File: src/rtl/ds2_pkg.sv
// Shared types and constants for the DualShock2 to C64 joystick mapper.
package ds2_pkg;

  // Port swap combo tracking
  typedef enum logic [1:0] {
    StIdle,
    StArmed,
    StLatched
  } swap_state_e;

  // Bit positions inside a {fire,right,left,down,up} joystick word
  localparam int unsigned UP    = 0;
  localparam int unsigned DOWN  = 1;
  localparam int unsigned LEFT  = 2;
  localparam int unsigned RIGHT = 3;
  localparam int unsigned FIRE  = 4;

  localparam logic [7:0] STICK_CENTRE = 8'h80;

endpackage

File: src/rtl/ds2_joy_mapper_if.sv
// Controller-state inputs and C64 control-port outputs of ds2_joy_mapper.
// master: the side presenting decoded controller state; slave: the mapper.
interface ds2_joy_mapper_if;

  logic       analog;
  logic       key_up;
  logic       key_down;
  logic       key_left;
  logic       key_right;
  logic       key_cross;
  logic       key_square;
  logic       key_circle;
  logic       key_select;
  logic       key_start;
  logic [7:0] stick_lx;
  logic [7:0] stick_ly;
  logic [7:0] stick_rx;
  logic [7:0] stick_ry;

  logic [4:0] joy1_n;
  logic [4:0] joy2_n;
  logic [7:0] pot_x;
  logic [7:0] pot_y;
  logic       swapped;

  modport master (
    output analog, key_up, key_down, key_left, key_right, key_cross, key_square,
           key_circle, key_select, key_start, stick_lx, stick_ly, stick_rx, stick_ry,
    input  joy1_n, joy2_n, pot_x, pot_y, swapped
  );

  modport slave (
    input  analog, key_up, key_down, key_left, key_right, key_cross, key_square,
           key_circle, key_select, key_start, stick_lx, stick_ly, stick_rx, stick_ry,
    output joy1_n, joy2_n, pot_x, pot_y, swapped
  );

endinterface

File: src/rtl/ds2_axis_hyst.sv
// One stick axis to neg/pos direction bits with assert/release hysteresis.
// neg_o/pos_o present the state being loaded on this frame_tick, so the
// caller sees the direction for the current frame in the tick cycle itself.
module ds2_axis_hyst
  import ds2_pkg::*;
#(
  parameter logic [7:0] THR_ON  = 8'd64,
  parameter logic [7:0] THR_OFF = 8'd32
) (
  input  logic       clk,
  input  logic       rst_n,
  input  logic       frame_tick_i,
  input  logic       analog_i,
  input  logic [7:0] pos_i,
  output logic       neg_o,
  output logic       pos_o
);

  localparam logic signed [8:0] ThrOnP  = $signed({1'b0, THR_ON});
  localparam logic signed [8:0] ThrOffP = $signed({1'b0, THR_OFF});
  localparam logic signed [8:0] ThrOnN  = -ThrOnP;
  localparam logic signed [8:0] ThrOffN = -ThrOffP;

  logic signed [8:0] diff;
  logic              neg_q, neg_d;
  logic              pos_q, pos_d;

  // Signed distance from centre, -128..127, no wrap
  assign diff = $signed({1'b0, pos_i}) - $signed({1'b0, STICK_CENTRE});

  // Hysteresis next state, evaluated only on frame ticks
  always_comb begin
    neg_d = neg_q;
    pos_d = pos_q;
    if (frame_tick_i) begin
      if (!analog_i) begin
        neg_d = 1'b0;
        pos_d = 1'b0;
      end else begin
        pos_d = (diff >= ThrOnP) || (pos_q && (diff >= ThrOffP));
        neg_d = (diff <= ThrOnN) || (neg_q && (diff <= ThrOffN));
        // Guard against both sides when THR_OFF is zero
        if (pos_d) neg_d = 1'b0;
      end
    end
  end

  // Hysteresis state register
  always_ff @(posedge clk or negedge rst_n) begin
    if (!rst_n) begin
      neg_q <= 1'b0;
      pos_q <= 1'b0;
    end else begin
      neg_q <= neg_d;
      pos_q <= pos_d;
    end
  end

  assign neg_o = neg_d;
  assign pos_o = pos_d;

endmodule

File: src/rtl/ds2_joy_mapper.sv
// DualShock2 state to C64 control ports: two active-low joysticks plus a
// paddle pair, updated once per frame on the synchronised vsync rising edge.
// Optional autofire on key_square is built only when DS2_AUTOFIRE_EN is defined.
module ds2_joy_mapper
  import ds2_pkg::*;
#(
  parameter logic [7:0]  THR_ON          = 8'd64,
  parameter logic [7:0]  THR_OFF         = 8'd32,
  parameter int unsigned AUTOFIRE_FRAMES = 4,
  parameter int unsigned SWAP_FRAMES     = 60
) (
  input  logic              clk,
  input  logic              rst_n,
  input  logic              vsync,
  ds2_joy_mapper_if.slave   bus
);

  localparam logic [15:0] SwapLast = 16'(SWAP_FRAMES);

  logic [1:0]  sync_q, sync_d;
  logic        sync_prev_q, sync_prev_d;
  logic        tick_q, tick_d;

  logic        x_neg, x_pos, y_neg, y_pos;
  logic        af_fire;
  logic [4:0]  ctrl_n;

  swap_state_e state_q, state_d;
  logic [15:0] swap_cnt_q, swap_cnt_d;
  logic        swapped_q, swapped_d;
  logic        combo;

  logic [4:0]  joy1_q, joy1_d;
  logic [4:0]  joy2_q, joy2_d;
  logic [7:0]  pot_x_q, pot_x_d;
  logic [7:0]  pot_y_q, pot_y_d;

  // vsync synchroniser and registered rising-edge detector
  always_comb begin
    sync_d      = {sync_q[0], vsync};
    sync_prev_d = sync_q[1];
    tick_d      = sync_q[1] & ~sync_prev_q;
  end

  // Frame strobe registers
  always_ff @(posedge clk or negedge rst_n) begin
    if (!rst_n) begin
      sync_q      <= 2'b00;
      sync_prev_q <= 1'b0;
      tick_q      <= 1'b0;
    end else begin
      sync_q      <= sync_d;
      sync_prev_q <= sync_prev_d;
      tick_q      <= tick_d;
    end
  end

  ds2_axis_hyst #(
    .THR_ON  (THR_ON),
    .THR_OFF (THR_OFF)
  ) u_hyst_x (
    .clk          (clk),
    .rst_n        (rst_n),
    .frame_tick_i (tick_q),
    .analog_i     (bus.analog),
    .pos_i        (bus.stick_lx),
    .neg_o        (x_neg),
    .pos_o        (x_pos)
  );

  ds2_axis_hyst #(
    .THR_ON  (THR_ON),
    .THR_OFF (THR_OFF)
  ) u_hyst_y (
    .clk          (clk),
    .rst_n        (rst_n),
    .frame_tick_i (tick_q),
    .analog_i     (bus.analog),
    .pos_i        (bus.stick_ly),
    .neg_o        (y_neg),
    .pos_o        (y_pos)
  );

`ifdef DS2_AUTOFIRE_EN
  localparam logic [3:0] AfLast = 4'(AUTOFIRE_FRAMES - 1);

  logic [3:0] af_cnt_q, af_cnt_d;
  logic       af_ph_q, af_ph_d;
  logic       af_on_q, af_on_d;

  // Autofire counter/phase; a fresh press starts in the firing phase
  always_comb begin
    af_cnt_d = af_cnt_q;
    af_ph_d  = af_ph_q;
    af_on_d  = af_on_q;
    if (tick_q) begin
      if (!bus.key_square) begin
        af_cnt_d = 4'd0;
        af_ph_d  = 1'b0;
        af_on_d  = 1'b0;
      end else if (!af_on_q) begin
        af_cnt_d = 4'd0;
        af_ph_d  = 1'b1;
        af_on_d  = 1'b1;
      end else if (af_cnt_q == AfLast) begin
        af_cnt_d = 4'd0;
        af_ph_d  = ~af_ph_q;
      end else begin
        af_cnt_d = af_cnt_q + 4'd1;
      end
    end
    af_fire = af_ph_d;
  end

  // Autofire state register
  always_ff @(posedge clk or negedge rst_n) begin
    if (!rst_n) begin
      af_cnt_q <= 4'd0;
      af_ph_q  <= 1'b0;
      af_on_q  <= 1'b0;
    end else begin
      af_cnt_q <= af_cnt_d;
      af_ph_q  <= af_ph_d;
      af_on_q  <= af_on_d;
    end
  end
`else
  logic       unused_square;
  logic [3:0] unused_af_frames;

  assign af_fire          = 1'b0;
  assign unused_square    = bus.key_square;
  assign unused_af_frames = AUTOFIRE_FRAMES[3:0];
`endif

  // Controller joystick word, active-low
  always_comb begin
    ctrl_n        = 5'h1F;
    ctrl_n[UP]    = ~(bus.key_up    | (bus.analog & y_neg));
    ctrl_n[DOWN]  = ~(bus.key_down  | (bus.analog & y_pos));
    ctrl_n[LEFT]  = ~(bus.key_left  | (bus.analog & x_neg));
    ctrl_n[RIGHT] = ~(bus.key_right | (bus.analog & x_pos));
    ctrl_n[FIRE]  = ~(bus.key_cross | af_fire);
  end

  assign combo = bus.key_select & bus.key_start;

  // Swap FSM: one toggle per continuous hold of select+start
  always_comb begin
    state_d    = state_q;
    swap_cnt_d = swap_cnt_q;
    swapped_d  = swapped_q;
    if (tick_q) begin
      unique case (state_q)
        StIdle: begin
          if (combo) begin
            swap_cnt_d = 16'd1;
            if (SwapLast <= 16'd1) begin
              swapped_d = ~swapped_q;
              state_d   = StLatched;
            end else begin
              state_d = StArmed;
            end
          end
        end
        StArmed: begin
          if (!combo) begin
            swap_cnt_d = 16'd0;
            state_d    = StIdle;
          end else begin
            swap_cnt_d = swap_cnt_q + 16'd1;
            if (swap_cnt_d >= SwapLast) begin
              swapped_d = ~swapped_q;
              state_d   = StLatched;
            end
          end
        end
        StLatched: begin
          if (!combo) begin
            swap_cnt_d = 16'd0;
            state_d    = StIdle;
          end
        end
        default: begin
          swap_cnt_d = 16'd0;
          state_d    = StIdle;
        end
      endcase
    end
  end

  // Output next state: routing follows the swap state loaded this frame
  always_comb begin
    joy1_d  = joy1_q;
    joy2_d  = joy2_q;
    pot_x_d = pot_x_q;
    pot_y_d = pot_y_q;
    if (tick_q) begin
      joy1_d  = swapped_d ? ctrl_n : 5'h1F;
      joy2_d  = swapped_d ? 5'h1F : ctrl_n;
      pot_x_d = bus.key_circle ? 8'hFF : (bus.analog ? bus.stick_rx : STICK_CENTRE);
      pot_y_d = bus.analog ? bus.stick_ry : STICK_CENTRE;
    end
  end

  // Swap FSM and output registers
  always_ff @(posedge clk or negedge rst_n) begin
    if (!rst_n) begin
      state_q    <= StIdle;
      swap_cnt_q <= 16'd0;
      swapped_q  <= 1'b0;
      joy1_q     <= 5'h1F;
      joy2_q     <= 5'h1F;
      pot_x_q    <= STICK_CENTRE;
      pot_y_q    <= STICK_CENTRE;
    end else begin
      state_q    <= state_d;
      swap_cnt_q <= swap_cnt_d;
      swapped_q  <= swapped_d;
      joy1_q     <= joy1_d;
      joy2_q     <= joy2_d;
      pot_x_q    <= pot_x_d;
      pot_y_q    <= pot_y_d;
    end
  end

  assign bus.joy1_n  = joy1_q;
  assign bus.joy2_n  = joy2_q;
  assign bus.pot_x   = pot_x_q;
  assign bus.pot_y   = pot_y_q;
  assign bus.swapped = swapped_q;

endmodule

File: src/flat_wrapper.sv
// flat-port wrapper written by rule: the top's interface ports become plain ports
module ds2_joy_mapper_flat import ds2_pkg::*;
#(
  parameter logic [7:0]  THR_ON          = 8'd64,
  parameter logic [7:0]  THR_OFF         = 8'd32,
  parameter int unsigned AUTOFIRE_FRAMES = 4,
  parameter int unsigned SWAP_FRAMES     = 60
)
  (clk, rst_n, vsync, bus_analog, bus_key_up, bus_key_down, bus_key_left, bus_key_right, bus_key_cross, bus_key_square, bus_key_circle, bus_key_select, bus_key_start, bus_stick_lx, bus_stick_ly, bus_stick_rx, bus_stick_ry, bus_joy1_n, bus_joy2_n, bus_pot_x, bus_pot_y, bus_swapped);
  ds2_joy_mapper_if bus_i ();
  input  logic clk;
  input  logic rst_n;
  input  logic vsync;
  input wire logic [$bits(bus_i.analog)-1:0] bus_analog;
  input wire logic [$bits(bus_i.key_up)-1:0] bus_key_up;
  input wire logic [$bits(bus_i.key_down)-1:0] bus_key_down;
  input wire logic [$bits(bus_i.key_left)-1:0] bus_key_left;
  input wire logic [$bits(bus_i.key_right)-1:0] bus_key_right;
  input wire logic [$bits(bus_i.key_cross)-1:0] bus_key_cross;
  input wire logic [$bits(bus_i.key_square)-1:0] bus_key_square;
  input wire logic [$bits(bus_i.key_circle)-1:0] bus_key_circle;
  input wire logic [$bits(bus_i.key_select)-1:0] bus_key_select;
  input wire logic [$bits(bus_i.key_start)-1:0] bus_key_start;
  input wire logic [$bits(bus_i.stick_lx)-1:0] bus_stick_lx;
  input wire logic [$bits(bus_i.stick_ly)-1:0] bus_stick_ly;
  input wire logic [$bits(bus_i.stick_rx)-1:0] bus_stick_rx;
  input wire logic [$bits(bus_i.stick_ry)-1:0] bus_stick_ry;
  output wire logic [$bits(bus_i.joy1_n)-1:0] bus_joy1_n;
  output wire logic [$bits(bus_i.joy2_n)-1:0] bus_joy2_n;
  output wire logic [$bits(bus_i.pot_x)-1:0] bus_pot_x;
  output wire logic [$bits(bus_i.pot_y)-1:0] bus_pot_y;
  output wire logic [$bits(bus_i.swapped)-1:0] bus_swapped;
  assign bus_i.analog = bus_analog;
  assign bus_i.key_up = bus_key_up;
  assign bus_i.key_down = bus_key_down;
  assign bus_i.key_left = bus_key_left;
  assign bus_i.key_right = bus_key_right;
  assign bus_i.key_cross = bus_key_cross;
  assign bus_i.key_square = bus_key_square;
  assign bus_i.key_circle = bus_key_circle;
  assign bus_i.key_select = bus_key_select;
  assign bus_i.key_start = bus_key_start;
  assign bus_i.stick_lx = bus_stick_lx;
  assign bus_i.stick_ly = bus_stick_ly;
  assign bus_i.stick_rx = bus_stick_rx;
  assign bus_i.stick_ry = bus_stick_ry;
  assign bus_joy1_n = bus_i.joy1_n;
  assign bus_joy2_n = bus_i.joy2_n;
  assign bus_pot_x = bus_i.pot_x;
  assign bus_pot_y = bus_i.pot_y;
  assign bus_swapped = bus_i.swapped;
  ds2_joy_mapper #(.THR_ON(THR_ON), .THR_OFF(THR_OFF), .AUTOFIRE_FRAMES(AUTOFIRE_FRAMES), .SWAP_FRAMES(SWAP_FRAMES)) u_core (.clk(clk), .rst_n(rst_n), .vsync(vsync), .bus(bus_i));
endmodule
File: config.mk
export PLATFORM = sky130hd
export DESIGN_NAME = ds2_joy_mapper_flat
export DESIGN_NICKNAME = d
export VERILOG_FILES = /design/src/rtl/ds2_pkg.sv /design/src/rtl/ds2_joy_mapper_if.sv /design/src/rtl/ds2_axis_hyst.sv /design/src/rtl/ds2_joy_mapper.sv /design/src/flat_wrapper.sv
export SDC_FILE = /design/constraint.sdc
export NUM_CORES = 1
export LEC_CHECK = 0
export CAP_MARGIN = 20
export CORE_AREA = 2 2 84 86
export DETAILED_ROUTE_END_ITERATION = 8
export DIE_AREA = 0 0 86 88
export GPL_TIMING_DRIVEN = 0
export PLACE_DENSITY = 0.75
export SYNTH_ARGS = -nofsm -noshare
export SYNTH_HDL_FRONTEND = slang
export SYNTH_SLANG_ARGS = --single-unit
File: constraint.sdc
create_clock -name clk -period 2.3 [get_ports clk]
set_input_delay 0.46 -clock clk [delete_from_list [all_inputs] [get_ports clk]]
set_output_delay 0.46 -clock clk [all_outputs]
set_load 0.02 [all_outputs]
==> Word level (Yosys, flattened, before mapping) <==
Cells that the tools add are included.
W data, S select, Z words.
{ "word_totals": {"output_inout_bits": 27, "ff_bits": 53, "in_bits": 45, "elab_cells": 87} }
{ "classes": {"bitwise_logic": 17, "addsub": 3, "n_lt_le_gt_ge": 9, "reduce_logical": 11, "n_mux": 28, "eq_ne": 5} }
{ "ops": {"columns": ["cell", "count"], "rows": [
  ["$mux W16", 3],
  ["$pmux W16 S3", 1],
  ["$mux W8", 3],
  ["$ge A9 B7 Y1 const B", 2],
  ["$ge A9 B8 Y1 const B", 2],
  ["$le A9 B6 Y1 const B", 2],
  ["$le A9 B7 Y1 const B", 2],
  ["$sub A8 B8 Y9 const B", 2],
  ["$add A16 B1 Y16 const B", 1],
  ["$ge A16 B6 Y1 const B", 1],
  ["$mux W1", 14],
  ["$mux W5", 2],
  ["$mux W2", 4],
  ["$not A1 Y1", 7],
  ["$and A1 B1 Y1", 6],
  ["$pmux W2 S3", 1],
  ["$logic_and A1 B1 Y1", 4],
  ["$logic_or A1 B1 Y1", 4],
  ["$or A1 B1 Y1", 4],
  ["$reduce_and A4 Y1", 1],
  ["$ne A3 B3 Y1 const B", 1],
  ["$reduce_and A3 Y1", 1],
  ["$eq A2 B1 Y1 const B", 1],
  ["$eq A2 B2 Y1 const B", 1],
  ["other kinds (3)", 3]
]} }

==> Depth between registers and ports, before layout <==
Gate-level depths: netlist (run 1).
{ "depth": {"depth_word": 11, "ltp_mapped": 9, "depth_no_buf": 7} }

==> Hierarchy <==
From an unflattened synthesis (run 1), not the netlist that was laid out.
{ "unflattened": {"hier_cells": 299, "hier_area_um2": 2681.3} }
{ "by_module_without_submodules": {"columns": ["module", "area_each_um2", "n_inst", "seq_area_each_um2", "cells_each"], "rows": [
  ["ds2_joy_mapper", 2406.1, 1, 1241.2, 267],
  ["ds2_axis_hyst", 137.6, 2, 50.0, 16]
]} }

==> Least setup slack after synthesis (run 1) <==
OpenSTA, ideal clock, no wires.
{ "synth_timing": {"path_kind": "reg-to-reg", "from": "reg u_core.swap_cnt_q[0]", "to": "reg u_core.joy2_q[1] (netlist: u_core.bus.joy2_n[1])", "synth_period_minus_slack_ns": 2.277, "path_buffers": 2, "stages_incl_launch_ff": 10, "t_arrival_ns": 2.191, "path_slack_ns": 0.023, "setup_ns": 0.085, "t_required_ns": 2.215, "path_cell_list": "dfrtp_1 -> ha_1 -> clkbuf_1 -> nand2_1 -> nor2_2 -> and4bb_1 -> o311a_1 -> buf_2 -> a211oi_1 -> nor3_1"} }
{ "synth_via": {"elab_chain_cells": 7} }
{ "synth_rtl": {"columns": ["element", "line", "rtl"], "rows": [
  ["start: declaration", "ds2_joy_mapper.sv:29", "logic [15:0] swap_cnt_q, swap_cnt_d;"],
  ["start signal: assignment", "ds2_joy_mapper.sv:218", "swap_cnt_q <= swap_cnt_d;"],
  ["$add A16 B1 Y16", "ds2_joy_mapper.sv:171", "swap_cnt_d = swap_cnt_q + 16'd1;"],
  ["$ge A16 B6 Y1", "ds2_joy_mapper.sv:172", "if (swap_cnt_d >= SwapLast) begin"],
  ["$mux W1", "ds2_joy_mapper.sv:172", null],
  ["$mux W1", "ds2_joy_mapper.sv:167", "if (!combo) begin"],
  ["$mux W1", "ds2_joy_mapper.sv:154", "unique case (state_q)"],
  ["$mux W1", "ds2_joy_mapper.sv:153", "if (tick_q) begin"],
  ["$mux W5", "ds2_joy_mapper.sv:200", "joy2_d = swapped_d ? 5'h1F : ctrl_n;"],
  ["end signal: assignment", "ds2_joy_mapper.sv:221", "joy2_q <= joy2_d;"],
  ["end: declaration", "ds2_joy_mapper.sv:34", "logic [4:0] joy2_q, joy2_d;"]
]} }
No other way between the ends.
A chain may end at the register's enable or synchronous reset.

==> Worst setup path in the final report (run 1) <==
{ "layout_timing": {"from": "reg u_core.swap_cnt_q[9]", "to": "reg u_core.joy2_q[1] (netlist: u_core.bus.joy2_n[1])"} }
The elaborated chain is that of the path after synthesis.

==> flow_results.xml, run 1 <==
<?xml version="1.0" encoding="UTF-8"?>
<metrics>
  <group name="synth">
    <metric name="synth_mux_area_frac" unit="">0.01903</metric>
    <metric name="synthCells" unit="">325</metric>
    <metric name="synth.cell_area" unit="sq um">2893</metric>
    <metric name="synth_fa_ha_area_frac" unit="">0.004325</metric>
    <metric name="post_synthesis_cell_type_count" unit="">54</metric>
    <metric name="synth_compound_area_frac" unit="">0.2392</metric>
    <metric name="synth_xor_area_frac" unit="">0.01211</metric>
    <metric name="synth_nets" unit="">371</metric>
    <metric name="synth_ff_type" unit="">sky130_fd_sc_hd__dfrtp_1</metric>
    <metric name="area_contributors_post_synth" unit="">sky130_fd_sc_hd__dfrtp_1 (35%), sky130_fd_sc_hd__dfstp_2 (11%), sky130_fd_sc_hd__o21ai_0 (6.2%), sky130_fd_sc_hd__a21oi_1 (4.3%), sky130_fd_sc_hd__nand2_1 (4.2%)</metric>
    <metric name="synth_top_cell_by_area" unit="">sky130_fd_sc_hd__dfrtp_1</metric>
    <metric name="synth_sequential_area_ratio" unit="">0.4637</metric>
    <metric name="synth.yosys.warnings" unit="">0</metric>
    <metric name="number_of_flip_flops_and_latches_in_the_synthesized_netlist" unit="">53</metric>
    <metric name="number_of_synthesized_flops_with_an_enable_pin" unit="">0</metric>
    <metric name="syn_area_per_cell" unit="sq um">8.901</metric>
    <metric name="synth_async_sr_flop_share" unit="">1.000</metric>
    <metric name="simple_gate_share_of_the_synthesized_area" unit="">0.2106</metric>
    <metric name="share_of_the_synthesized_area_in_the_top_cell_type" unit="">0.3547</metric>
    <metric name="synth_top_family_by_area" unit="">compound AO/OA/AOI/OAI gates</metric>
  </group>
  <group name="critical_path">
    <metric name="crit-reg2reg-launch" unit="">u_core.swap_cnt_q[9]$_DFFE_PN0P_</metric>
    <metric name="cpPeakStageDelay" unit="ps">340</metric>
    <metric name="r2r-end" unit="">u_core.bus.joy2_n[1]$_DFFE_PN1P_</metric>
    <metric name="crit_arrival" unit="ps">2470</metric>
    <metric name="worstRegToRegCells" unit="">9</metric>
    <metric name="crit_path_max_fanout" unit="">10</metric>
    <metric name="critical_path_class" unit="">flip-flop to flip-flop</metric>
    <metric name="timing.critical_path.slowest_stage_cell" unit="">sky130_fd_sc_hd__dfrtp_1</metric>
    <metric name="r2r_setup_slack" unit="ps">50</metric>
    <metric name="crit_path_frequent_cell" unit="">sky130_fd_sc_hd__buf_4</metric>
    <metric name="start_kind" unit="">flip-flop</metric>
    <metric name="path_cells" unit="">buf_4, nand4_1, buf_4, nor4_4, xnor2_2, o311a_1, clkbuf_4, a211oi_1, nor3_1</metric>
    <metric name="cp-end-kind" unit="">flip-flop</metric>
    <metric name="critPathRequiredTime" unit="ps">2530</metric>
  </group>
  <group name="sta">
    <metric name="totalNegativeSetupSlack" unit="ps">0</metric>
    <metric name="hold_viol" unit="">0</metric>
    <metric name="final-setup-viol-count" unit="">0</metric>
    <metric name="report.final.slew_viol_count" unit="">0</metric>
    <metric name="timing.fmax" unit="GHz">0.4450</metric>
    <metric name="fin_crit_sh" unit="">0.9771</metric>
    <metric name="period_minus_slack" unit="ps">2247</metric>
    <metric name="tightestPinTransition" unit="ps">597.6</metric>
    <metric name="final_setup_skew" unit="ps">12.43</metric>
    <metric name="max-slew-margin-rel" unit="">0.5974</metric>
    <metric name="layout_setup_ws" unit="ps">52.68</metric>
  </group>
  <group name="finish">
    <metric name="post_layout_nonfiller_instances" unit="">498</metric>
    <metric name="area.growth.synth_to_final" unit="%">41.61</metric>
    <metric name="seqCellArea" unit="sq um">1349</metric>
    <metric name="design.final.nets" unit="">463</metric>
    <metric name="n_antenna_cell" unit="">0</metric>
    <metric name="final_area" unit="sq um">4096</metric>
    <metric name="share_of_post_route_cells_with_drive_strength_above_1" unit="">0.1770</metric>
    <metric name="n_fill_cell" unit="">540</metric>
    <metric name="multi_input_comb_area" unit="sq um">1533</metric>
  </group>
  <group name="global_routing">
    <metric name="grt_max_degree" unit="">34</metric>
    <metric name="grt_pass1_wl" unit="mm">12.43</metric>
    <metric name="grt_util_met1" unit="">0.2572</metric>
    <metric name="grt-busiest-layer" unit="">met2</metric>
    <metric name="global_route.usage.met2" unit="">0.3573</metric>
    <metric name="antenna_found_initial" unit="">0</metric>
    <metric name="number_of_global_route_vias_before_repair" unit="">2700</metric>
    <metric name="gr-usage-met3" unit="">0.03770</metric>
    <metric name="global_route.usage.total" unit="">0.2039</metric>
    <metric name="grt_remaining_overflow" unit="">0</metric>
  </group>
  <group name="detailed_routing">
    <metric name="detailroute.via_count" unit="">2904</metric>
    <metric name="first_pass_iters" unit="">5</metric>
    <metric name="drt_iter0_drc" unit="">267</metric>
    <metric name="route.final.wire_length" unit="mm">8.113</metric>
    <metric name="routed_via_density" unit="">5.831</metric>
    <metric name="route.detailed.wl_per_inst" unit="um">16.29</metric>
    <metric name="remaining_design_rule_violation_count" unit="">0</metric>
    <metric name="ant_nets" unit="">0</metric>
  </group>
  <group name="place">
    <metric name="place_ws" unit="ps">-355.1</metric>
    <metric name="dp.final_hpwl" unit="mm">5.494</metric>
    <metric name="globalplace.congestion" unit="">0.8417</metric>
    <metric name="port_buffers" unit="">69</metric>
    <metric name="dp_cells" unit="">475</metric>
    <metric name="placed_area" unit="sq um">3699</metric>
  </group>
  <group name="power_and_ir_drop">
    <metric name="power.density" unit="nW/um^2">552.0</metric>
    <metric name="p_leak" unit="nW">1.624</metric>
    <metric name="worst_ir_drop_vdd" unit="uV">297.3</metric>
    <metric name="report.power.total" unit="mW">2.261</metric>
  </group>
  <group name="floorplanning">
    <metric name="starting_utilization_of_the_core_area" unit="">0.4354</metric>
    <metric name="io_pins" unit="">72</metric>
    <metric name="floorplan.die.height" unit="um">88</metric>
    <metric name="row_count" unit="">30</metric>
    <metric name="die-width" unit="um">86</metric>
    <metric name="standard_cell_core_area" unit="sq um">6644</metric>
    <metric name="die-area" unit="sq um">7568</metric>
  </group>
  <group name="clocking">
    <metric name="tritoncts" unit="">done</metric>
    <metric name="clock_insertion_delay_at_the_later_pin_of_the_skew_report" unit="ps">310</metric>
    <metric name="numCtsBuffers" unit="">5</metric>
    <metric name="cts_hold_buffers" unit="">0</metric>
    <metric name="clock_sinks" unit="">53</metric>
    <metric name="cts.htree.levels" unit="">2</metric>
    <metric name="clkSlewWorstSetupHoldPaths" unit="ps">90</metric>
    <metric name="cts-root-buf" unit="">sky130_fd_sc_hd__clkbuf_8</metric>
    <metric name="max_root_sink_buffers" unit="">2</metric>
  </group>
  <group name="flow_run">
    <metric name="drv.max_cap_violation_count" unit="">0</metric>
  </group>
  <group name="run_status">
    <metric name="outcome" unit="">finished clean</metric>
  </group>
  <group name="worst_hold_path">
    <metric name="hp-class" unit="">primary input to async pin</metric>
  </group>
</metrics>
==> cells in the final DEF (no fill, tap or decap), types with 8 or more instances in the layout <==
cell type,count
sky130_fd_sc_hd__buf_4,15
sky130_fd_sc_hd__dfstp_2,12
sky130_fd_sc_hd__o22ai_1,10
sky130_fd_sc_hd__a211oi_1,10
sky130_fd_sc_hd__nand2_1,32
sky130_fd_sc_hd__dfrtp_1,35
sky130_fd_sc_hd__inv_1,14
sky130_fd_sc_hd__nor3_1,13
sky130_fd_sc_hd__a21oi_1,25
sky130_fd_sc_hd__clkbuf_1,15
sky130_fd_sc_hd__o21ai_0,36
sky130_fd_sc_hd__nand3_1,8
sky130_fd_sc_hd__nor2_1,18
sky130_fd_sc_hd__clkdlybuf4s50_1,68
==> routing by layer <==
layer | vias to the layer above | part of all wire
li1 | 1387 | -
met1 | 1374 | 0.41
met2 | 129 | 0.49
met3 | 14 | 0.087
met4 | 0 | 0.013
met5 | - | 0
==> worst max-delay path, delay by kind of cell (launching register included) <==
family                 cells  cell delay [ps]
flip-flops                 1              340
AND/OR/NAND/NOR            3              740
AO/OA/AOI/OAI              2              340
XOR/XNOR                   1              190
buffers and inverters      3              550
==> flip-flops by register name, indices dropped and copies added (netlist names), 2 cells and up <==
name,cells
u_core.state_q,2
u_core.bus.pot_y,8
u_core.bus.joy1_n,5
u_core.swap_cnt_q,16
u_core.sync_q,2
u_core.bus.pot_x,8
u_core.bus.joy2_n,5
==> kinds of logic after synthesis <==
family                     Yosys count
AOI/OAI and AO/OA                  110
xor gates and xnor gates             4
adders and majority gates            1
buffers and inverters               36
DFF                                 53
muxes                                5
and+or+nand+nor                    116
==> worst max-delay path by stage <==
stage / cells after the start / start / to / slack [ps]
6_report: 9 / u_core.swap_cnt_q[9]$_DFFE_PN0P_ / u_core.bus.joy2_n[1]$_DFFE_PN1P_ / 50
5_1_grt: 9 / u_core.swap_cnt_q[7]$_DFFE_PN0P_ / u_core.bus.joy2_n[1]$_DFFE_PN1P_ / -70
4_1_cts: 8 / u_core.swap_cnt_q[7]$_DFFE_PN0P_ / u_core.bus.joy2_n[4]$_DFFE_PN1P_ / 0.2
3_5_place_dp: 6 / bus_key_start / u_core.swap_cnt_q[5]$_DFFE_PN0P_ / -360
3_3_place_gp: 1 / rst_n / u_core.u_hyst_x.pos_q$_DFF_PN0_ / -820
2_1_floorplan: 9 / u_core.swap_cnt_q[0]$_DFFE_PN0P_ / u_core.bus.joy2_n[1]$_DFFE_PN1P_ / 20
==> Yosys cell counts (3+ instances only) <==
| cell type | instances |
|---|---|
| sky130_fd_sc_hd__dfrtp_1 | 41 |
| sky130_fd_sc_hd__o21ai_0 | 36 |
| sky130_fd_sc_hd__nand2_1 | 32 |
| sky130_fd_sc_hd__a21oi_1 | 25 |
| sky130_fd_sc_hd__nor2_1 | 18 |
| sky130_fd_sc_hd__clkbuf_1 | 16 |
| sky130_fd_sc_hd__inv_1 | 14 |
| sky130_fd_sc_hd__nor3_1 | 14 |
| sky130_fd_sc_hd__dfstp_2 | 12 |
| sky130_fd_sc_hd__a211oi_1 | 10 |
| sky130_fd_sc_hd__nand3_1 | 10 |
| sky130_fd_sc_hd__o22ai_1 | 10 |
| sky130_fd_sc_hd__nor4_1 | 8 |
| sky130_fd_sc_hd__o31ai_1 | 6 |
| sky130_fd_sc_hd__a31oi_1 | 5 |
| sky130_fd_sc_hd__and3_1 | 4 |
| sky130_fd_sc_hd__buf_2 | 4 |
| sky130_fd_sc_hd__mux2_2 | 4 |
| sky130_fd_sc_hd__nand4_1 | 4 |
| sky130_fd_sc_hd__xnor2_1 | 4 |
| sky130_fd_sc_hd__and2_1 | 3 |
| sky130_fd_sc_hd__and4_1 | 3 |
| sky130_fd_sc_hd__or3_1 | 3 |
==> cell type report <==
cell class | count | share of cell area
Inverter | 14 | 0.01283
Sequential cell | 53 | 0.3293
Multi-Input combinational cell | 236 | 0.3742
Buffer | 21 | 0.02566
Timing Repair Buffer | 86 | 0.2056
Tap cell | 80 | 0.02443
Clock inverter | 3 | 0.01130
Clock buffer | 5 | 0.01680
==> stage by stage <==
step / hold WS [ps] / util
after global placement: 337.0 / 0.5544
after floorplan: 164.4 / -
after CTS: 126.6 / 0.5842
after global routing: 145.4 / 0.6166
final: 113.0 / 0.6166
after detailed placement: 345.1 / 0.5567
==> report_power, final <==
part | internal, mW | switching [mW]
clock network | 0.326 | 0.320
logic | 0.253 | 0.273
registers | 1.03 | 0.0631
total | 1.61 | 0.656
==> timing repair <==
| action | in CTS | in global routing |
|---|---|---|
| gates resized for setup | 11 | 24 |
| setup endpoints to repair | 14 | 15 |
| buffers inserted | 2 | 13 |
| pin swaps | 3 | 9 |
| gates cloned | 0 | 1 |
No activity file was read; power rests on OpenSTA's default activity.
==> run 2, diff against run 1 <==
==> constraint.sdc (replaced) <==
create_clock -name clk -period 2.3 [get_ports clk]
set_input_delay 0.345 -clock clk [delete_from_list [all_inputs] [get_ports clk]]
set_output_delay 0.345 -clock clk [all_outputs]
set_load 0.02 [all_outputs]
==> run 2 against run 1 <==
The run now ends with negative hold slack left. Clock power down 2%. Die area unchanged. Power down 1.0%. Count of clock-buffer cells in the layout unchanged. Critical endpoint is now u_core.state_q[0]$_DFFE_PN0P_.
==> flow_results.xml, run 2 (same netlist as run 1, synthesis figures left out) <==
<?xml version="1.0" encoding="UTF-8"?>
<metrics>
  <group name="power_and_ir_drop">
    <metric name="power.density" unit="nW/um^2">556.5</metric>
    <metric name="p_leak" unit="nW">1.568</metric>
    <metric name="worst_ir_drop_vdd" unit="uV">294.5</metric>
    <metric name="report.power.total" unit="mW">2.238</metric>
  </group>
  <group name="clocking">
    <metric name="tritoncts" unit="">done</metric>
    <metric name="clkSlewWorstSetupHoldPaths" unit="ps">90</metric>
    <metric name="clock_insertion_delay_at_the_later_pin_of_the_skew_report" unit="ps">310</metric>
    <metric name="max_root_sink_buffers" unit="">2</metric>
    <metric name="cts-root-buf" unit="">sky130_fd_sc_hd__clkbuf_8</metric>
    <metric name="cts.htree.levels" unit="">2</metric>
    <metric name="numCtsBuffers" unit="">5</metric>
    <metric name="clock_sinks" unit="">53</metric>
  </group>
  <group name="finish">
    <metric name="n_antenna_cell" unit="">0</metric>
    <metric name="final_cell_mix" unit="">sky130_fd_sc_hd__clkdlybuf4s50_1 (68), sky130_fd_sc_hd__o21ai_0 (36), sky130_fd_sc_hd__dfrtp_1 (36)</metric>
    <metric name="share_of_post_route_cells_with_drive_strength_above_1" unit="">0.1618</metric>
    <metric name="post_layout_nonfiller_instances" unit="">494</metric>
    <metric name="final_area" unit="sq um">4021</metric>
    <metric name="area.growth.synth_to_final" unit="%">39.01</metric>
    <metric name="layout_commonest_cell" unit="">sky130_fd_sc_hd__clkdlybuf4s50_1</metric>
    <metric name="postLayoutCoreUtil" unit="">0.6053</metric>
    <metric name="largest_register_ff_count" unit="">16</metric>
    <metric name="regMostFlops" unit="">u_core.swap_cnt_q</metric>
    <metric name="design.final.nets" unit="">459</metric>
  </group>
  <group name="worst_hold_path">
    <metric name="hp-class" unit="">primary input to async pin</metric>
  </group>
  <group name="sta">
    <metric name="hold_viol" unit="">2</metric>
    <metric name="period_minus_slack" unit="ps">2265</metric>
    <metric name="totalNegativeSetupSlack" unit="ps">0</metric>
    <metric name="layout_setup_ws" unit="ps">34.66</metric>
    <metric name="final-setup-viol-count" unit="">0</metric>
    <metric name="timing.fmax" unit="GHz">0.4414</metric>
    <metric name="tightestPinTransition" unit="ps">589.4</metric>
    <metric name="grt_setup_unrepaired" unit="">yes</metric>
    <metric name="max-slew-margin-rel" unit="">0.6029</metric>
    <metric name="final_setup_skew" unit="ps">14.24</metric>
    <metric name="fin_crit_sh" unit="">0.9849</metric>
    <metric name="hold_ws" unit="ps">-1.054</metric>
    <metric name="report.final.slew_viol_count" unit="">0</metric>
  </group>
  <group name="run_status">
    <metric name="failed_checks" unit="">negative hold slack</metric>
    <metric name="outcome" unit="">finished with violations</metric>
  </group>
  <group name="global_routing">
    <metric name="antenna_found_initial" unit="">0</metric>
    <metric name="grt_remaining_overflow" unit="">0</metric>
    <metric name="grt_max_degree" unit="">34</metric>
    <metric name="grt_pass1_wl" unit="mm">12.47</metric>
    <metric name="global_route.usage.total" unit="">0.2042</metric>
    <metric name="number_of_global_route_vias_before_repair" unit="">2716</metric>
  </group>
  <group name="place">
    <metric name="place_ws" unit="ps">-326.3</metric>
    <metric name="globalplace.congestion" unit="">0.8417</metric>
    <metric name="port_buffers" unit="">69</metric>
    <metric name="dp_cells" unit="">475</metric>
    <metric name="placed_area" unit="sq um">3699</metric>
    <metric name="dp.final_hpwl" unit="mm">5.494</metric>
  </group>
  <group name="flow_run">
    <metric name="drv.max_cap_violation_count" unit="">0</metric>
  </group>
  <group name="critical_path">
    <metric name="crit_path_max_fanout" unit="">9</metric>
    <metric name="crit_arrival" unit="ps">2480</metric>
    <metric name="r2r-end" unit="">u_core.state_q[0]$_DFFE_PN0P_</metric>
    <metric name="cp-end-kind" unit="">flip-flop</metric>
    <metric name="critPathRequiredTime" unit="ps">2520</metric>
    <metric name="r2r_setup_slack" unit="ps">30</metric>
    <metric name="start_kind" unit="">flip-flop</metric>
    <metric name="worstRegToRegCells" unit="">8</metric>
    <metric name="crit-reg2reg-launch" unit="">u_core.swap_cnt_q[9]$_DFFE_PN0P_</metric>
    <metric name="critical_path_class" unit="">flip-flop to flip-flop</metric>
  </group>
  <group name="detailed_routing">
    <metric name="ant_nets" unit="">0</metric>
    <metric name="route.detailed.wl_per_inst" unit="um">15.83</metric>
    <metric name="drt_iter0_drc" unit="">230</metric>
    <metric name="remaining_design_rule_violation_count" unit="">0</metric>
    <metric name="first_pass_iters" unit="">5</metric>
    <metric name="routed_via_density" unit="">5.828</metric>
    <metric name="route.final.wire_length" unit="mm">7.821</metric>
    <metric name="detailroute.via_count" unit="">2879</metric>
  </group>
  <group name="floorplanning">
    <metric name="die-width" unit="um">86</metric>
    <metric name="row_count" unit="">30</metric>
    <metric name="io_pins" unit="">72</metric>
    <metric name="floorplan.die.height" unit="um">88</metric>
    <metric name="standard_cell_core_area" unit="sq um">6644</metric>
    <metric name="die-area" unit="sq um">7568</metric>
    <metric name="starting_utilization_of_the_core_area" unit="">0.4354</metric>
  </group>
</metrics>
==> run 2: cell types whose count changed in the layout (fill, tap and decap cells not counted), sizes merged <==
cell	previous run	this run
buf	22	20
clkbuf	22	20
==> run 2: where the power goes <==
group / internal, mW / switching [mW] / leakage (nW)
combinational: 0.245 / 0.268 / 0.873
clock: 0.326 / 0.309 / 0.0543
sequential: 1.03 / 0.0637 / 0.641
==> run 2: worst max-delay path, stage by stage, from the launching register on <==
cell and delay, ps:
sky130_fd_sc_hd__dfrtp_1 360, sky130_fd_sc_hd__buf_6 130, sky130_fd_sc_hd__nand4_1 170, sky130_fd_sc_hd__or4_4 620, sky130_fd_sc_hd__mux2i_4 220, sky130_fd_sc_hd__and3_4 260
sky130_fd_sc_hd__buf_6 120, sky130_fd_sc_hd__a31oi_1 90, sky130_fd_sc_hd__o21ai_1 210
==> run 2: worst max-delay path by stage <==
| stage | cells after the start | startpoint | to |
|---|---|---|---|
| 2_1_floorplan | 9 | u_core.swap_cnt_q[0]$_DFFE_PN0P_ | u_core.bus.joy2_n[1]$_DFFE_PN1P_ |
| 3_3_place_gp | 1 | rst_n | u_core.u_hyst_x.pos_q$_DFF_PN0_ |
| 3_5_place_dp | 9 | u_core.swap_cnt_q[0]$_DFFE_PN0P_ | u_core.bus.joy2_n[4]$_DFFE_PN1P_ |
| 4_1_cts | 8 | u_core.swap_cnt_q[7]$_DFFE_PN0P_ | u_core.bus.joy2_n[4]$_DFFE_PN1P_ |
| 5_1_grt | 8 | u_core.swap_cnt_q[9]$_DFFE_PN0P_ | u_core.bus.joy1_n[0]$_DFFE_PN1P_ |
| 6_report | 8 | u_core.swap_cnt_q[9]$_DFFE_PN0P_ | u_core.state_q[0]$_DFFE_PN0P_ |
==> run 2: timing repair <==
action	4_1_cts	5_1_grt
cloned	0	1
setup endpoints to repair	13	19
setup buffers	2	9
pin swaps	3	11
gates resized for setup	10	19
hold buffers	0	0
==> run 2: area by class of cell <==
cell class	count	area (sq um)
multi-input cells	236	1503
inverters	14	52.55
clock buffers	5	68.82
plain buffers	21	103.9
well taps	80	100.1
clock inverters	3	46.29
fillers	554	2623
repair buffers	82	799.5
flip-flops and latches	53	1348
==> run 2: layer usage <==
metal | up-vias | part of all wire | GRT usage
li1 | 1379 | - | -
met1 | 1369 | 0.42 | 0.2570
met2 | 124 | 0.49 | 0.3587
met3 | 7 | 0.084 | 0.03770
met4 | 0 | 0.010 | 0.06061
met5 | - | 0 | 0
==> run 3, diff against run 2 <==
Settings changed: ABC_AREA set to 1, CORE_AREA 2 2 84 86 to 2 2 82 84, DIE_AREA 0 0 86 88 to 0 0 84 86, PLACE_DENSITY 0.75 to unset, PLACE_DENSITY_LB_ADDON set to 0.3.
==> run 3 against run 2 <==
Count of clock-buffer cells in the layout increased by 2. Die area down 4.5%. Clock skew decreased by 5.5 ps. Critical path type unchanged. The flow still finishes with violations (negative hold slack). Final area is 12% lower. Critical endpoint is now u_core.bus.joy2_n[1]$_DFFE_PN1P_.
==> flow_results.xml, run 3 <==
<?xml version="1.0" encoding="UTF-8"?>
<metrics>
  <group name="synth">
    <metric name="synth.top_cells.by_count" unit="">sky130_fd_sc_hd__nand2_1 (88), sky130_fd_sc_hd__dfrtp_1 (41), sky130_fd_sc_hd__inv_1 (34), sky130_fd_sc_hd__nor2_1 (26), sky130_fd_sc_hd__nand3_1 (23)</metric>
    <metric name="syn_area_per_cell" unit="sq um">8.306</metric>
    <metric name="synthCells" unit="">315</metric>
    <metric name="number_of_flip_flops_and_latches_in_the_synthesized_netlist" unit="">53</metric>
    <metric name="synth_nets" unit="">361</metric>
    <metric name="synth.cell_area" unit="sq um">2616</metric>
    <metric name="synth_ff_type" unit="">sky130_fd_sc_hd__dfrtp_1</metric>
    <metric name="post_synthesis_cell_type_count" unit="">30</metric>
    <metric name="synth_async_sr_flop_share" unit="">1.000</metric>
    <metric name="synth.yosys.warnings" unit="">0</metric>
    <metric name="share_of_the_synthesized_area_in_the_top_cell_type" unit="">0.3922</metric>
    <metric name="synth_top_cell_by_area" unit="">sky130_fd_sc_hd__dfrtp_1</metric>
    <metric name="yosysMostFrequentCell" unit="">sky130_fd_sc_hd__nand2_1</metric>
    <metric name="area_contributors_post_synth" unit="">sky130_fd_sc_hd__dfrtp_1 (39%), sky130_fd_sc_hd__nand2_1 (13%), sky130_fd_sc_hd__dfstp_2 (12%), sky130_fd_sc_hd__inv_1 (4.9%), sky130_fd_sc_hd__nand3_1 (4.4%)</metric>
    <metric name="synth_sequential_area_ratio" unit="">0.5127</metric>
    <metric name="number_of_synthesized_flops_with_an_enable_pin" unit="">0</metric>
  </group>
  <group name="floorplanning">
    <metric name="die-width" unit="um">84</metric>
    <metric name="die-area" unit="sq um">7224</metric>
    <metric name="io_pins" unit="">72</metric>
    <metric name="starting_utilization_of_the_core_area" unit="">0.4168</metric>
    <metric name="row_count" unit="">29</metric>
    <metric name="floorplan.die.height" unit="um">86</metric>
    <metric name="standard_cell_core_area" unit="sq um">6277</metric>
  </group>
  <group name="finish">
    <metric name="regMostFlops" unit="">u_core.swap_cnt_q</metric>
    <metric name="design.final.nets" unit="">439</metric>
    <metric name="final_area" unit="sq um">3533</metric>
    <metric name="n_fill_cell" unit="">579</metric>
    <metric name="share_of_post_route_cells_with_drive_strength_above_1" unit="">0.1269</metric>
    <metric name="layout_commonest_cell" unit="">sky130_fd_sc_hd__nand2_1</metric>
    <metric name="largest_register_ff_count" unit="">16</metric>
    <metric name="final_cell_mix" unit="">sky130_fd_sc_hd__nand2_1 (88), sky130_fd_sc_hd__clkdlybuf4s50_1 (69), sky130_fd_sc_hd__dfrtp_1 (41)</metric>
    <metric name="area.growth.synth_to_final" unit="%">35.06</metric>
    <metric name="n_antenna_cell" unit="">0</metric>
  </group>
  <group name="run_status">
    <metric name="outcome" unit="">finished with violations</metric>
    <metric name="failed_checks" unit="">negative hold slack</metric>
  </group>
  <group name="detailed_routing">
    <metric name="routed_via_density" unit="">5.053</metric>
    <metric name="route.detailed.wl_per_inst" unit="um">13.28</metric>
    <metric name="detailroute.via_count" unit="">2380</metric>
    <metric name="remaining_design_rule_violation_count" unit="">0</metric>
    <metric name="drt_iter0_drc" unit="">114</metric>
    <metric name="ant_nets" unit="">0</metric>
    <metric name="route.final.wire_length" unit="mm">6.254</metric>
    <metric name="first_pass_iters" unit="">4</metric>
  </group>
  <group name="critical_path">
    <metric name="r2r_setup_slack" unit="ps">230</metric>
    <metric name="crit_arrival" unit="ps">2310</metric>
    <metric name="crit-reg2reg-launch" unit="">u_core.swap_cnt_q[0]$_DFFE_PN0P_</metric>
    <metric name="critical_path_cell_count" unit="">13</metric>
    <metric name="cp-end-kind" unit="">flip-flop</metric>
    <metric name="timing.critical_path.buf_inv" unit="">0</metric>
    <metric name="crit_path_start" unit="">u_core.swap_cnt_q[0]$_DFFE_PN0P_</metric>
    <metric name="worstRegToRegCells" unit="">13</metric>
    <metric name="path_cells" unit="">ha_1, nand2_2, nor2_2, nand2_2, nor2_1, nand2_1, nand2_1, nor2_2, nand3_4, nand2_2, nand2_4, nand2_4, a21oi_1</metric>
    <metric name="crit_path_end" unit="">u_core.bus.joy2_n[1]$_DFFE_PN1P_</metric>
    <metric name="crit_path_frequent_cell" unit="">sky130_fd_sc_hd__nand2_2</metric>
    <metric name="timing.critical_path.max_delay_family" unit="">simple AND/OR/NAND/NOR gates</metric>
    <metric name="crit_path_max_fanout" unit="">6</metric>
    <metric name="r2r-end" unit="">u_core.bus.joy2_n[1]$_DFFE_PN1P_</metric>
    <metric name="timing.critical_path.slowest_stage_cell" unit="">sky130_fd_sc_hd__dfrtp_1</metric>
    <metric name="start_kind" unit="">flip-flop</metric>
    <metric name="critical_path_class" unit="">flip-flop to flip-flop</metric>
    <metric name="critPathRequiredTime" unit="ps">2540</metric>
    <metric name="cpPeakStageDelay" unit="ps">460</metric>
  </group>
  <group name="sta">
    <metric name="final_setup_skew" unit="ps">8.729</metric>
    <metric name="totalNegativeSetupSlack" unit="ps">0</metric>
    <metric name="hold_ws" unit="ps">-4.796</metric>
    <metric name="tightestPinTransition" unit="ps">624.4</metric>
    <metric name="final-setup-viol-count" unit="">0</metric>
    <metric name="report.final.slew_viol_count" unit="">0</metric>
    <metric name="period_minus_slack" unit="ps">2072</metric>
    <metric name="max-slew-margin-rel" unit="">0.5822</metric>
    <metric name="timing.fmax" unit="GHz">0.4827</metric>
    <metric name="hold_viol" unit="">5</metric>
    <metric name="layout_setup_ws" unit="ps">228.3</metric>
    <metric name="grt_setup_unrepaired" unit="">no</metric>
    <metric name="fin_crit_sh" unit="">0.9007</metric>
  </group>
  <group name="clocking">
    <metric name="clock_sinks" unit="">53</metric>
    <metric name="post_cts_setup_repair_bufs" unit="">0</metric>
    <metric name="clock_insertion_delay_at_the_later_pin_of_the_skew_report" unit="ps">310</metric>
    <metric name="cts-root-buf" unit="">sky130_fd_sc_hd__clkbuf_8</metric>
    <metric name="cts.htree.levels" unit="">2</metric>
    <metric name="cts_hold_buffers" unit="">0</metric>
    <metric name="tritoncts" unit="">done</metric>
    <metric name="numCtsBuffers" unit="">5</metric>
    <metric name="max_root_sink_buffers" unit="">2</metric>
    <metric name="cts-resized-gates" unit="">0</metric>
    <metric name="clkSlewWorstSetupHoldPaths" unit="ps">100</metric>
  </group>
  <group name="power_and_ir_drop">
    <metric name="p_leak" unit="nW">1.576</metric>
    <metric name="worst_ir_drop_vdd" unit="uV">380.5</metric>
    <metric name="power.density" unit="nW/um^2">773.3</metric>
  </group>
  <group name="place">
    <metric name="dp.final_hpwl" unit="mm">4.691</metric>
    <metric name="placed_area" unit="sq um">3428</metric>
    <metric name="globalplace.congestion" unit="">0.7863</metric>
    <metric name="place_ws" unit="ps">109.8</metric>
    <metric name="port_buffers" unit="">70</metric>
  </group>
  <group name="global_routing">
    <metric name="grt_max_degree" unit="">32</metric>
    <metric name="antenna_found_initial" unit="">0</metric>
    <metric name="number_of_global_route_vias_before_repair" unit="">2365</metric>
    <metric name="grt_pass1_wl" unit="mm">10.46</metric>
    <metric name="grt_remaining_overflow" unit="">0</metric>
    <metric name="global_route.usage.total" unit="">0.1789</metric>
  </group>
  <group name="worst_hold_path">
    <metric name="hp-class" unit="">primary input to async pin</metric>
  </group>
  <group name="flow_run">
    <metric name="drv.max_cap_violation_count" unit="">0</metric>
  </group>
</metrics>
-- run 3: cell type report --
cell class	instances	area, sq um	area share
inverter	38	142.6	0.04037
buffer	6	23.77	0.006728
sequential	53	1341	0.3796
timing repair buffer	71	715.7	0.2025
clock buffer	7	96.34	0.02727
clock inverter	1	8.758	0.002479
tap	77	96.34	0.02727
multi-input combinational	218	1109	0.3137
-- run 3: metrics by stage --
step / utilization / instances / power [mW]
4_1_cts: 0.5629 / 471 / 2.752
3_3_place_gp: 0.5438 / 462 / 2.115
3_5_place_dp: 0.5461 / 463 / 2.150
6_report: 0.5629 / 471 / 2.732
2_1_floorplan: - / 315 / 1.754
5_1_grt: 0.5629 / 471 / 2.888
-- run 3: cell families (layout without fill, tap and decap cells) --
| family | count (synthesis) | count (layout) | share of synthesized area |
|---|---|---|---|
| AO/OA/AOI/OAI | 45 | 45 | 0.1062 |
| buffers and inverters | 44 | 123 | 0.06360 |
| AND/OR/NAND/NOR | 170 | 170 | 0.3061 |
| adder cells (fa/ha/maj) | 1 | 1 | 0.004782 |
| flip-flops | 53 | 53 | 0.5127 |
| XOR/XNOR | 2 | 2 | 0.006697 |
-- run 3: metal layers --
layer	vias up	global-route usage	share of wire
li1	1176	-	-
met1	1122	0.2176	0.44
met2	75	0.3076	0.48
met3	7	0.04812	0.064
met4	0	0.06305	0.012
met5	-	0	0
-- run 3: report_power, final --
part	internal [mW]	switching, mW
sequential	1.13	0.133
combinational	0.394	0.477
clock	0.279	0.321
-- run 3: how the worst min path moves through the flow --
stage / start / to / cells past startpoint
after detailed placement: u_core.sync_q[0]$_DFF_PN0_ / u_core.sync_q[1]$_DFF_PN0_ / 0
after global placement: u_core.sync_q[0]$_DFF_PN0_ / u_core.sync_q[1]$_DFF_PN0_ / 0
final: rst_n / u_core.swap_cnt_q[4]$_DFFE_PN0P_ / 1
after floorplan: rst_n / u_core.bus.pot_x[0]$_DFFE_PN0P_ / 0
after CTS: rst_n / u_core.swap_cnt_q[6]$_DFFE_PN0P_ / 1
after global routing: rst_n / u_core.swap_cnt_q[5]$_DFFE_PN0P_ / 1
